## config.mk

```make
export PLATFORM = sky130hd
export DESIGN_NAME = switch_count_display
export DESIGN_NICKNAME = d
export VERILOG_FILES = /design/src/rtl/seg7_pkg.sv /design/src/rtl/switch_debouncer.sv /design/src/rtl/switch_count_display.sv
export SDC_FILE = /design/constraint.sdc
export NUM_CORES = 1
export LEC_CHECK = 0
export ABC_CLOCK_PERIOD_IN_PS = 10300
export BUFFER_PORTS_ARGS = -buffer_cell sky130_fd_sc_hd__buf_2
export CAP_MARGIN = 40
export CELL_PAD_IN_SITES_DETAIL_PLACEMENT = 1
export CELL_PAD_IN_SITES_GLOBAL_PLACEMENT = 1
export CORE_ASPECT_RATIO = 1.4
export CORE_MARGIN = 2
export CORE_UTILIZATION = 50
export DETAILED_ROUTE_END_ITERATION = 7
export GPL_ROUTABILITY_DRIVEN = 0
export GPL_TIMING_DRIVEN = 0
export PLACE_DENSITY = 0.84
export SYNTH_ARGS = -nofsm -noshare
export SYNTH_HDL_FRONTEND = slang
export SYNTH_SLANG_ARGS = --single-unit
```

## constraint.sdc

```tcl
create_clock -name CLOCK_50 -period 10.3 [get_ports CLOCK_50]
set_input_delay 1.03 -clock CLOCK_50 [delete_from_list [all_inputs] [get_ports CLOCK_50]]
set_output_delay 1.03 -clock CLOCK_50 [all_outputs]
set_load 0.05 [all_outputs]
```

## src/rtl/seg7_pkg.sv

```systemverilog
// Shared 7-segment helpers for the board display blocks.
// Segment vectors are [0:7]: bit 0 = DP, bits 1..7 = g,f,e,d,c,b,a, all active-low.
package seg7_pkg;

    localparam logic [0:7] SEG_BLANK  = 8'hFF;
    localparam int         SEG_DP_BIT = 0;

    // dp = 1 lights the decimal point.
    function automatic logic [0:7] seg7_encode(input logic [3:0] value, input logic dp);
        logic [0:7] pat;
        case (value)
            4'h0: pat = 8'hC0;
            4'h1: pat = 8'hF9;
            4'h2: pat = 8'hA4;
            4'h3: pat = 8'hB0;
            4'h4: pat = 8'h99;
            4'h5: pat = 8'h92;
            4'h6: pat = 8'h82;
            4'h7: pat = 8'hF8;
            4'h8: pat = 8'h80;
            4'h9: pat = 8'h90;
            4'hA: pat = 8'h88;
            4'hB: pat = 8'h83;
            4'hC: pat = 8'hC6;
            4'hD: pat = 8'hA1;
            4'hE: pat = 8'h86;
            4'hF: pat = 8'h8E;
            default: pat = SEG_BLANK;
        endcase
        pat[SEG_DP_BIT] = ~dp;
        return pat;
    endfunction

endpackage

```

## src/rtl/switch_debouncer.sv

```systemverilog
// One switch channel: 2-flop synchroniser followed by a hold-time debouncer.
// rise is a one-cycle strobe on the edge where stable commits 0->1.
module switch_debouncer #(
    parameter int DEBOUNCE_CYCLES = 500000
) (
    input  logic CLOCK_50,
    input  logic reset,
    input  logic raw,
    output logic stable,
    output logic rise
);

    localparam int              CW   = (DEBOUNCE_CYCLES > 2) ? $clog2(DEBOUNCE_CYCLES) : 1;
    localparam logic [CW-1:0]   LAST = CW'(DEBOUNCE_CYCLES - 1);

    logic          sync1;
    logic          sync;
    logic [CW-1:0] cnt;
    logic          commit;

    // A new level is accepted only after sync has differed from stable for DEBOUNCE_CYCLES edges.
    assign commit = (sync != stable) && (cnt == LAST);
    assign rise   = commit && sync;

    always_ff @(posedge CLOCK_50 or posedge reset) begin
        if (reset) begin
            sync1  <= 1'b0;
            sync   <= 1'b0;
            cnt    <= '0;
            stable <= 1'b0;
        end else begin
            sync1 <= raw;
            sync  <= sync1;
            if ((sync == stable) || commit) cnt <= '0;
            else                            cnt <= cnt + CW'(1);
            if (commit) stable <= sync;
        end
    end

endmodule

```

## src/rtl/switch_count_display.sv

```systemverilog
// Debounced switches drive LEDs; each channel's up-transition count is shown on its HEX digit.
// The digit's decimal point is lit while the debounced switch is up.
module switch_count_display
    import seg7_pkg::*;
#(
    parameter int CHANNELS        = 6,
    parameter int DEBOUNCE_CYCLES = 500000,
    parameter int DECIMAL         = 0
) (
    input  logic                CLOCK_50,
    input  logic                reset,
    input  logic [0:CHANNELS-1] SW,
    output logic [0:CHANNELS-1] LEDR,
    output logic [0:7]          HEX0,
    output logic [0:7]          HEX1,
    output logic [0:7]          HEX2,
    output logic [0:7]          HEX3,
    output logic [0:7]          HEX4,
    output logic [0:7]          HEX5
);

    logic [0:CHANNELS-1] rise;
    logic [0:7]          hex [6];

    for (genvar i = 0; i < CHANNELS; i++) begin : g_ch
        logic [3:0] count;
        logic [0:7] digit;

        switch_debouncer #(.DEBOUNCE_CYCLES(DEBOUNCE_CYCLES)) u_deb (
            .CLOCK_50 (CLOCK_50),
            .reset    (reset),
            .raw      (SW[i]),
            .stable   (LEDR[i]),
            .rise     (rise[i])
        );

        // The digit trails count/stable by one edge so the segment decode is registered.
        always_ff @(posedge CLOCK_50 or posedge reset) begin
            if (reset) begin
                count <= 4'h0;
                digit <= 8'hC0;
            end else begin
                if (rise[i]) begin
                    if ((DECIMAL != 0) && (count == 4'd9)) count <= 4'h0;
                    else                                   count <= count + 4'h1;
                end
                digit <= seg7_encode(count, LEDR[i]);
            end
        end

        assign hex[i] = digit;
    end

    for (genvar i = CHANNELS; i < 6; i++) begin : g_blank
        assign hex[i] = SEG_BLANK;
    end

    assign HEX0 = hex[0];
    assign HEX1 = hex[1];
    assign HEX2 = hex[2];
    assign HEX3 = hex[3];
    assign HEX4 = hex[4];
    assign HEX5 = hex[5];

endmodule

```

==> impl_metrics.py, run 1 <==
metrics = {
    "run_status": {
        "status": "finished, final reports clean",
    },
    "place": {
        "portBuffers": 61,
        "dpl.cell_count": 1273,
        "dpl.hpwl_microns": 15300,
    },
    "synthesis": {
        "syn_area_per_cell_sq_um": 10.5,
        "synth_warnings": 0,
        "ys_async_sr_fraction": 1.00,
        "synth-edff-count": 0,
        "yosys-top-cells-area": "dfrtp_1 (48%), xnor2_1 (5.8%), nor2_1 (5.6%)",
        "synthesis.area_sq_um": 10100,
        "synth_ff_type": "dfrtp_1",
        "synth_seq_area_share": 0.509,
        "yosysTopAreaCell": "dfrtp_1",
        "yosys.cell_types.count": 58,
        "ys_ff_latch": 204,
        "netlist_instances": 959,
        "synth_top_area_share": 0.477,
        "postSynthNetCount": 1009,
    },
    "die": {
        "die-area_sq_um": 21300,
        "row_count": 61,
        "start_util": 0.507,
        "chipWidth_microns": 124,
        "coreArea_sq_um": 19800,
        "pin_count": 62,
        "chipHeight_microns": 172,
    },
    "worst_setup_path": {
        "r2r-end": "g_ch[5].u_deb.cnt[8]",
        "reg2reg_slack_ns": 7.79,
        "crit_fanout": 10,
        "path_cells": "ha_1, and3_1, nand4_1, o21ai_1, buf_2, nor2_1",
        "r2r-start": "g_ch[5].u_deb.cnt[0]",
        "slowest_delay_ns": 0.64,
        "crit_required_ns": 10.67,
        "startpoint_type": "flop",
        "cp.arrival_ns": 2.88,
        "worst-r2r-cell-count": 6,
        "end_kind": "flop",
        "slowest_stage": "o21ai_1",
        "crit_type": "reg2reg",
    },
    "sta": {
        "final.period_utilization": 0.244,
        "setup_violations": 0,
        "slew_headroom": 0.493,
        "fmax_mhz": 398,
        "hold_viol_final": 0,
        "min_period_ns": 2.51,
        "fin_skew_ns": 0.00746,
        "rsz0062_at_grt": "false",
        "worst_slew_pin_slew_ns": 0.754,
        "setup_tns_ns": 0,
        "finalMaxSlewViolations": 0,
    },
    "route": {
        "vias": 7490,
        "vias_per_cell": 5.70,
        "dr.pass1.iters": 4,
        "drt-initial-drc-count": 273,
        "post_drt_wl_per_cell_microns": 17.4,
        "drc": 0,
        "drt-total-wl_microns": 22800,
        "ant_nets": 0,
    },
    "global_routing": {
        "top_usage_layer": "met2",
        "grt_pass1_vias": 8182,
        "overflow": 0,
        "antenna_found_initial": 0,
        "grtUsageMet2": 0.427,
        "grt_pass1_wl_microns": 39700,
        "grt_usage": 0.227,
        "met1_usage": 0.267,
        "use_met3": 0.0300,
        "grt_max_degree": 117,
    },
    "final_layout": {
        "area_delta_synth_final_pct": 13.5,
        "layoutNonFillerInstCount": 1313,
        "drive_gt1_frac": 0.155,
        "nets": 1095,
        "antenna_cells": 0,
    },
    "hold_path": {
        "min_to": "g_ch[1].u_deb.sync",
        "min-delay-start": "g_ch[1].u_deb.sync1",
        "holdCritPathClass": "reg2reg",
        "hold-path-cell-count": 0,
    },
    "clock_network": {
        "postCtsSetupRepairBufs": 0,
        "cts_buffers": 22,
        "cts_resized": 0,
        "clockBufferDepth": 3,
        "worst_skew_pair.late_latency_ns": 0.50,
        "htree_levels": 1,
        "cts_num_sinks": 204,
        "cts-root-buf": "clkbuf_16",
        "cts_tree": "built",
        "cts_hold_buf": 0,
        "clkTransAtPathRegs_ns": 0.06,
    },
    "power": {
        "power_leakage_nw": 4.97,
        "power-per-cell-area_nw_per_um2": 143,
        "total_power_w": 0.00163,
        "ir_drop_v": 0.000111,
    },
    "run": {
        "max-cap-violations": 0,
    },
}
worst max-delay path by stage:
stage                              start              endpoint  slack (ns)  cells past startpoint
floorplan                          reset               HEX0[2]        3.72                      1
global placement                   reset               HEX2[3]        1.45                      2
detailed placement  g_ch[5].u_deb.cnt[0]  g_ch[5].u_deb.cnt[8]        7.80                      6
CTS                 g_ch[5].u_deb.cnt[0]  g_ch[5].u_deb.cnt[8]        7.75                      6
global route        g_ch[5].u_deb.cnt[0]  g_ch[5].u_deb.cnt[8]        7.62                      6
finish              g_ch[5].u_deb.cnt[0]  g_ch[5].u_deb.cnt[8]        7.79                      6
per-layer routing:
layer  share of wire  routed length, microns  up-vias
met5               0                       0        -
met4           0.022                     504        0
met3           0.029                     669       42
met2            0.55                   12500      119
met1            0.40                    9150     3837
li1                -                       -     3492
metrics by stage:
step	setup slack [ns]	hold WS [ns]	area (sq um)	utilization
global route	7.62	0.362	11400	0.576
floorplan	3.72	0.331	10100	-
global placement	1.45	0.332	10700	0.539
detailed placement	7.80	0.343	10700	0.540
CTS	7.75	0.354	11400	0.576
finish	7.79	0.353	11400	0.576
registers in the layout, summed over array words and instances (netlist names):
register	cells
g_ch.u_deb.cnt	114
HEX1	8
g_ch.u_deb.sync1	6
g_ch.u_deb.stable	6
HEX4	8
g_ch.count	24
HEX0	8
HEX3	8
HEX2	8
g_ch.u_deb.sync	6
HEX5	8
critical path, delay by kind of cell (launching register included):
family                   cells  cell delay (ns)
adder cells (fa/ha/maj)      1             0.27
buffers and inverters        1             0.36
AO/OA/AOI/OAI                1             0.64
AND/OR/NAND/NOR              3             0.69
flip-flops                   1             0.41
cells by family after synthesis:
| family | Yosys count | synth area share |
|---|---|---|
| compound gates | 84 | 0.0542 |
| simple gates | 398 | 0.207 |
| xor+xnor | 109 | 0.0948 |
| flops | 204 | 0.509 |
| buf+inv | 81 | 0.0345 |
| fa+ha+maj | 42 | 0.0522 |
| mux | 41 | 0.0488 |
layout by cell type (no fill, tap or decap), drive strengths merged, types with 12 or more instances in the layout:
master  synthesis  final
buf            16     78
clkbuf         13     47
o21ai          26     26
dfrtp         192    192
and3           12     12
a21oi          28     28
dfstp          12     12
nand2          35     35
xnor2          67     67
xor2           42     42
nor3           17     17
nand3          50     50
nand4          35     35
nor2          150    150
mux2i          30     30
ha             42     42
nor4           37     37
or3            12     12
inv            51     51
synthesized netlist by cell type, types with 6 or more instances:
master / count
buf_4: 8
nor2_1: 150
dfrtp_1: 192
nand3_1: 50
ha_1: 42
nor4_1: 35
clkbuf_1: 13
nor3_1: 15
nand2_1: 35
and4_1: 6
o31ai_1: 7
o21ai_0: 21
nor2b_1: 8
or3_1: 12
and3_1: 12
dfstp_2: 12
a21oi_1: 27
xnor2_1: 67
xor2_1: 42
or4_1: 7
mux4_2: 6
mux2i_1: 30
a22o_1: 7
inv_1: 51
nand4_1: 33
report_power, final:
group | switching, W | internal (W)
combinational | 0.0000309 | 0.0000104
sequential | 0.00000831 | 0.000810
clock | 0.000322 | 0.000451
area by class of cell:
class | count | area [sq um]
flip-flops and latches | 204 | 5120
inverters | 52 | 203
plain buffers | 29 | 153
clock buffers | 34 | 677
repair buffers | 62 | 333
multi-input cells | 674 | 4600
well taps | 252 | 315
clock inverters | 6 | 30.0
fillers | 2194 | 8410
No activity file was read; power rests on OpenSTA's default activity.
==> inputs of run 2 (changes only) <==
--- a/config.mk
+++ b/config.mk
@@ -5,18 +5,19 @@
 export SDC_FILE = /design/constraint.sdc
 export NUM_CORES = 1
 export LEC_CHECK = 0
-export ABC_CLOCK_PERIOD_IN_PS = 10300
+export ABC_AREA = 1
+export ABC_CLOCK_PERIOD_IN_PS = 2500
 export BUFFER_PORTS_ARGS = -buffer_cell sky130_fd_sc_hd__buf_2
 export CAP_MARGIN = 40
 export CELL_PAD_IN_SITES_DETAIL_PLACEMENT = 1
 export CELL_PAD_IN_SITES_GLOBAL_PLACEMENT = 1
 export CORE_ASPECT_RATIO = 1.4
 export CORE_MARGIN = 2
-export CORE_UTILIZATION = 50
+export CORE_UTILIZATION = 46
 export DETAILED_ROUTE_END_ITERATION = 7
 export GPL_ROUTABILITY_DRIVEN = 0
 export GPL_TIMING_DRIVEN = 0
-export PLACE_DENSITY = 0.84
+export PLACE_DENSITY = 0.82
 export SYNTH_ARGS = -nofsm -noshare
 export SYNTH_HDL_FRONTEND = slang
 export SYNTH_SLANG_ARGS = --single-unit
==> constraint.sdc (replaced) <==
create_clock -name CLOCK_50 -period 2.5 [get_ports CLOCK_50]
set_input_delay 0.25 -clock CLOCK_50 [delete_from_list [all_inputs] [get_ports CLOCK_50]]
set_output_delay 0.25 -clock CLOCK_50 [all_outputs]
set_load 0.05 [all_outputs]
==> impl_metrics.py, run 2 <==
metrics = {
    "route": {
        "ant_nets": 0,
        "vias_per_cell": 5.16,
        "dr.pass1.iters": 5,
        "drt-initial-drc-count": 326,
        "drc": 0,
        "vias": 9441,
        "post_drt_wl_per_cell_microns": 15.1,
        "drt-total-wl_microns": 27700,
    },
    "final_layout": {
        "drive_gt1_frac": 0.113,
        "layout_commonest_cell": "nand2_1",
        "fin_area_sq_um": 12500,
        "mostFrequentLayoutCells": "nand2_1 (321), nor2_1 (291), dfrtp_1 (192), inv_1 (178), nand3_1 (81)",
        "antenna_cells": 0,
        "reg_top3": "g_ch.u_deb.cnt x114, g_ch.count x24",
        "area_delta_synth_final_pct": 14.6,
        "regMostFlops": "g_ch.u_deb.cnt",
        "nets": 1558,
        "largest_reg_flops": 114,
    },
    "worst_setup_path": {
        "r2r-start": "g_ch[5].u_deb.cnt[0]",
        "crit_end": "g_ch[5].u_deb.cnt[12]",
        "slowest_delay_ns": 0.40,
        "cp_num_cells": 7,
        "crit_fanout": 10,
        "path_cells": "ha_1, nand3_1, nor2_1, nand3_1, nand2_2, buf_6, nor2_1",
        "r2r-end": "g_ch[5].u_deb.cnt[12]",
        "cp.arrival_ns": 2.23,
        "crit_type": "reg2reg",
        "startpoint_type": "flop",
        "reg2reg_slack_ns": 0.67,
        "end_kind": "flop",
        "crit_required_ns": 2.89,
        "crit_path_start": "g_ch[5].u_deb.cnt[0]",
        "worst-r2r-cell-count": 7,
        "cp_num_buf_inv": 1,
        "path_delay_family": "simple AND/OR/NAND/NOR gates",
        "slowest_stage": "dfrtp_1",
    },
    "synthesis": {
        "ys_ff_latch": 204,
        "yosys-top-cells-area": "dfrtp_1 (44%), nand2_1 (11%), nor2_1 (10%)",
        "synth_warnings": 0,
        "synth-edff-count": 0,
        "synthTopCellsByCount": "nand2_1 (321), nor2_1 (291), dfrtp_1 (192)",
        "syn_area_per_cell_sq_um": 7.77,
        "synth_ff_type": "dfrtp_1",
        "yosysTopAreaCell": "dfrtp_1",
        "netlist_instances": 1409,
        "synthesis.area_sq_um": 10900,
        "postSynthNetCount": 1459,
        "yosys.cell_types.count": 43,
        "synth.most_common_cell": "nand2_1",
        "synth_seq_area_share": 0.468,
        "ys_async_sr_fraction": 1.00,
        "synth_top_area_share": 0.439,
    },
    "global_routing": {
        "overflow": 0,
        "grt_usage": 0.229,
        "grt_pass1_wl_microns": 48000,
        "antenna_found_initial": 0,
        "grt_max_degree": 38,
        "grt_pass1_vias": 10500,
    },
    "clock_network": {
        "htree_levels": 1,
        "postCtsSetupRepairBufs": 0,
        "cts_hold_buf": 7,
        "cts_resized": 0,
        "clkTransAtPathRegs_ns": 0.06,
        "cts_tree": "built",
        "cts_buffers": 23,
        "worst_skew_pair.late_latency_ns": 0.52,
        "clockBufferDepth": 3,
        "cts_num_sinks": 204,
        "cts-root-buf": "clkbuf_16",
    },
    "power": {
        "switching_share": 0.226,
        "clock_power_share": 0.474,
        "seqPwrFrac": 0.495,
        "switchingPower_w": 0.00153,
        "pwr-share-comb": 0.032,
        "ir_drop_v": 0.000494,
        "power_leakage_nw": 5.87,
        "p_int_w": 0.00526,
        "power-per-cell-area_nw_per_um2": 542,
    },
    "die": {
        "pin_count": 62,
        "die-area_sq_um": 25100,
        "chipHeight_microns": 187,
        "start_util": 0.470,
        "chipWidth_microns": 134,
        "row_count": 66,
        "coreArea_sq_um": 23300,
    },
    "sta": {
        "final.period_utilization": 0.734,
        "holdWs_ns": 0.285,
        "setup_violations": 0,
        "fin_skew_ns": 0.0198,
        "slew_headroom": 0.655,
        "fmax_mhz": 545,
        "worst_slew_pin_slew_ns": 0.517,
        "rsz0062_at_grt": "false",
        "hold_viol_final": 0,
        "finalMaxSlewViolations": 0,
        "min_period_ns": 1.83,
    },
    "run_status": {
        "status": "finished, final reports clean",
    },
    "place": {
        "place_area_sq_um": 11800,
        "dpl.hpwl_microns": 20400,
        "portBuffers": 61,
    },
    "run": {
        "max-cap-violations": 0,
    },
    "hold_path": {
        "holdCritPathClass": "in2async",
    },
}
run 2: changes by cell type after synthesis, sizes merged, moves of 12 or more:
cell   change
xnor2     -63
or3       -12
nand2    +291
mux2i     -30
inv      +133
nor2     +166
and3      -12
nor4      -37
nor3      +14
o21ai     +30
nand3     +35
run 2: cell families after synthesis:
| group | after synthesis | share of synthesized area |
|---|---|---|
| compound gates | 121 | 0.0665 |
| xor+xnor | 39 | 0.0312 |
| fa+ha+maj | 42 | 0.0480 |
| buf+inv | 209 | 0.0763 |
| flops | 204 | 0.468 |
| simple gates | 794 | 0.310 |
run 2: worst min path at each step:
stage	from	end	cells past startpoint
after floorplan	SW[0]	g_ch[0].u_deb.sync1	0
after global placement	g_ch[2].u_deb.sync1	g_ch[2].u_deb.sync	0
after detailed placement	reset	HEX2[6]	2
after CTS	reset	g_ch[2].u_deb.cnt[12]	3
after global routing	reset	g_ch[2].u_deb.cnt[12]	3
final	reset	HEX2[6]	3
run 2: cell type report:
| cell class | instances | area, sq um |
|---|---|---|
| inverters | 186 | 702 |
| repair buffers | 74 | 495 |
| flip-flops and latches | 204 | 5120 |
| multi-input cells | 996 | 4990 |
| clock inverters | 6 | 37.5 |
| plain buffers | 23 | 136 |
| clock buffers | 36 | 674 |
| well taps | 306 | 383 |
| fillers | 2940 | 10700 |
run 2: power by group through the flow:
stage / sequential (W) / combinational [W] / clock [W]
floorplan: 0.00341 / 0.000133 / 0
global placement: 0.00342 / 0.000181 / 0
detailed placement: 0.00342 / 0.000213 / 0
CTS: 0.00336 / 0.000223 / 0.00332
global route: 0.00336 / 0.000247 / 0.00343
finish: 0.00336 / 0.000214 / 0.00322
run 2: per-stage QoR:
stage	instances	power (W)	setup WS, ns	utilization	TNS (ns)
2_1_floorplan	1409	0.00355	-0.384	-	-73.82
3_3_place_gp	1776	0.00360	-1.70	0.500	-333.17
3_5_place_dp	1782	0.00363	0.668	0.505	0
4_1_cts	1831	0.00690	0.636	0.538	0
5_1_grt	1831	0.00704	0.487	0.538	0
6_report	1831	0.00679	0.666	0.538	0
run 2: per-layer routing:
metal	GRT usage	wire (microns)	vias up
met4	0.0660	673	0
met3	0.0296	783	53
met5	0	0	-
met1	0.236	10500	4640
met2	0.465	15700	118
li1	-	-	4630
run 2: worst register-to-register path, stage by stage (launching register included):
cell and delay [ns]:
dfrtp_1 0.40, ha_1 0.26, nand3_1 0.21, nor2_1 0.16, nand3_1 0.15, nand2_2 0.27
buf_6 0.21, nor2_1 0.06
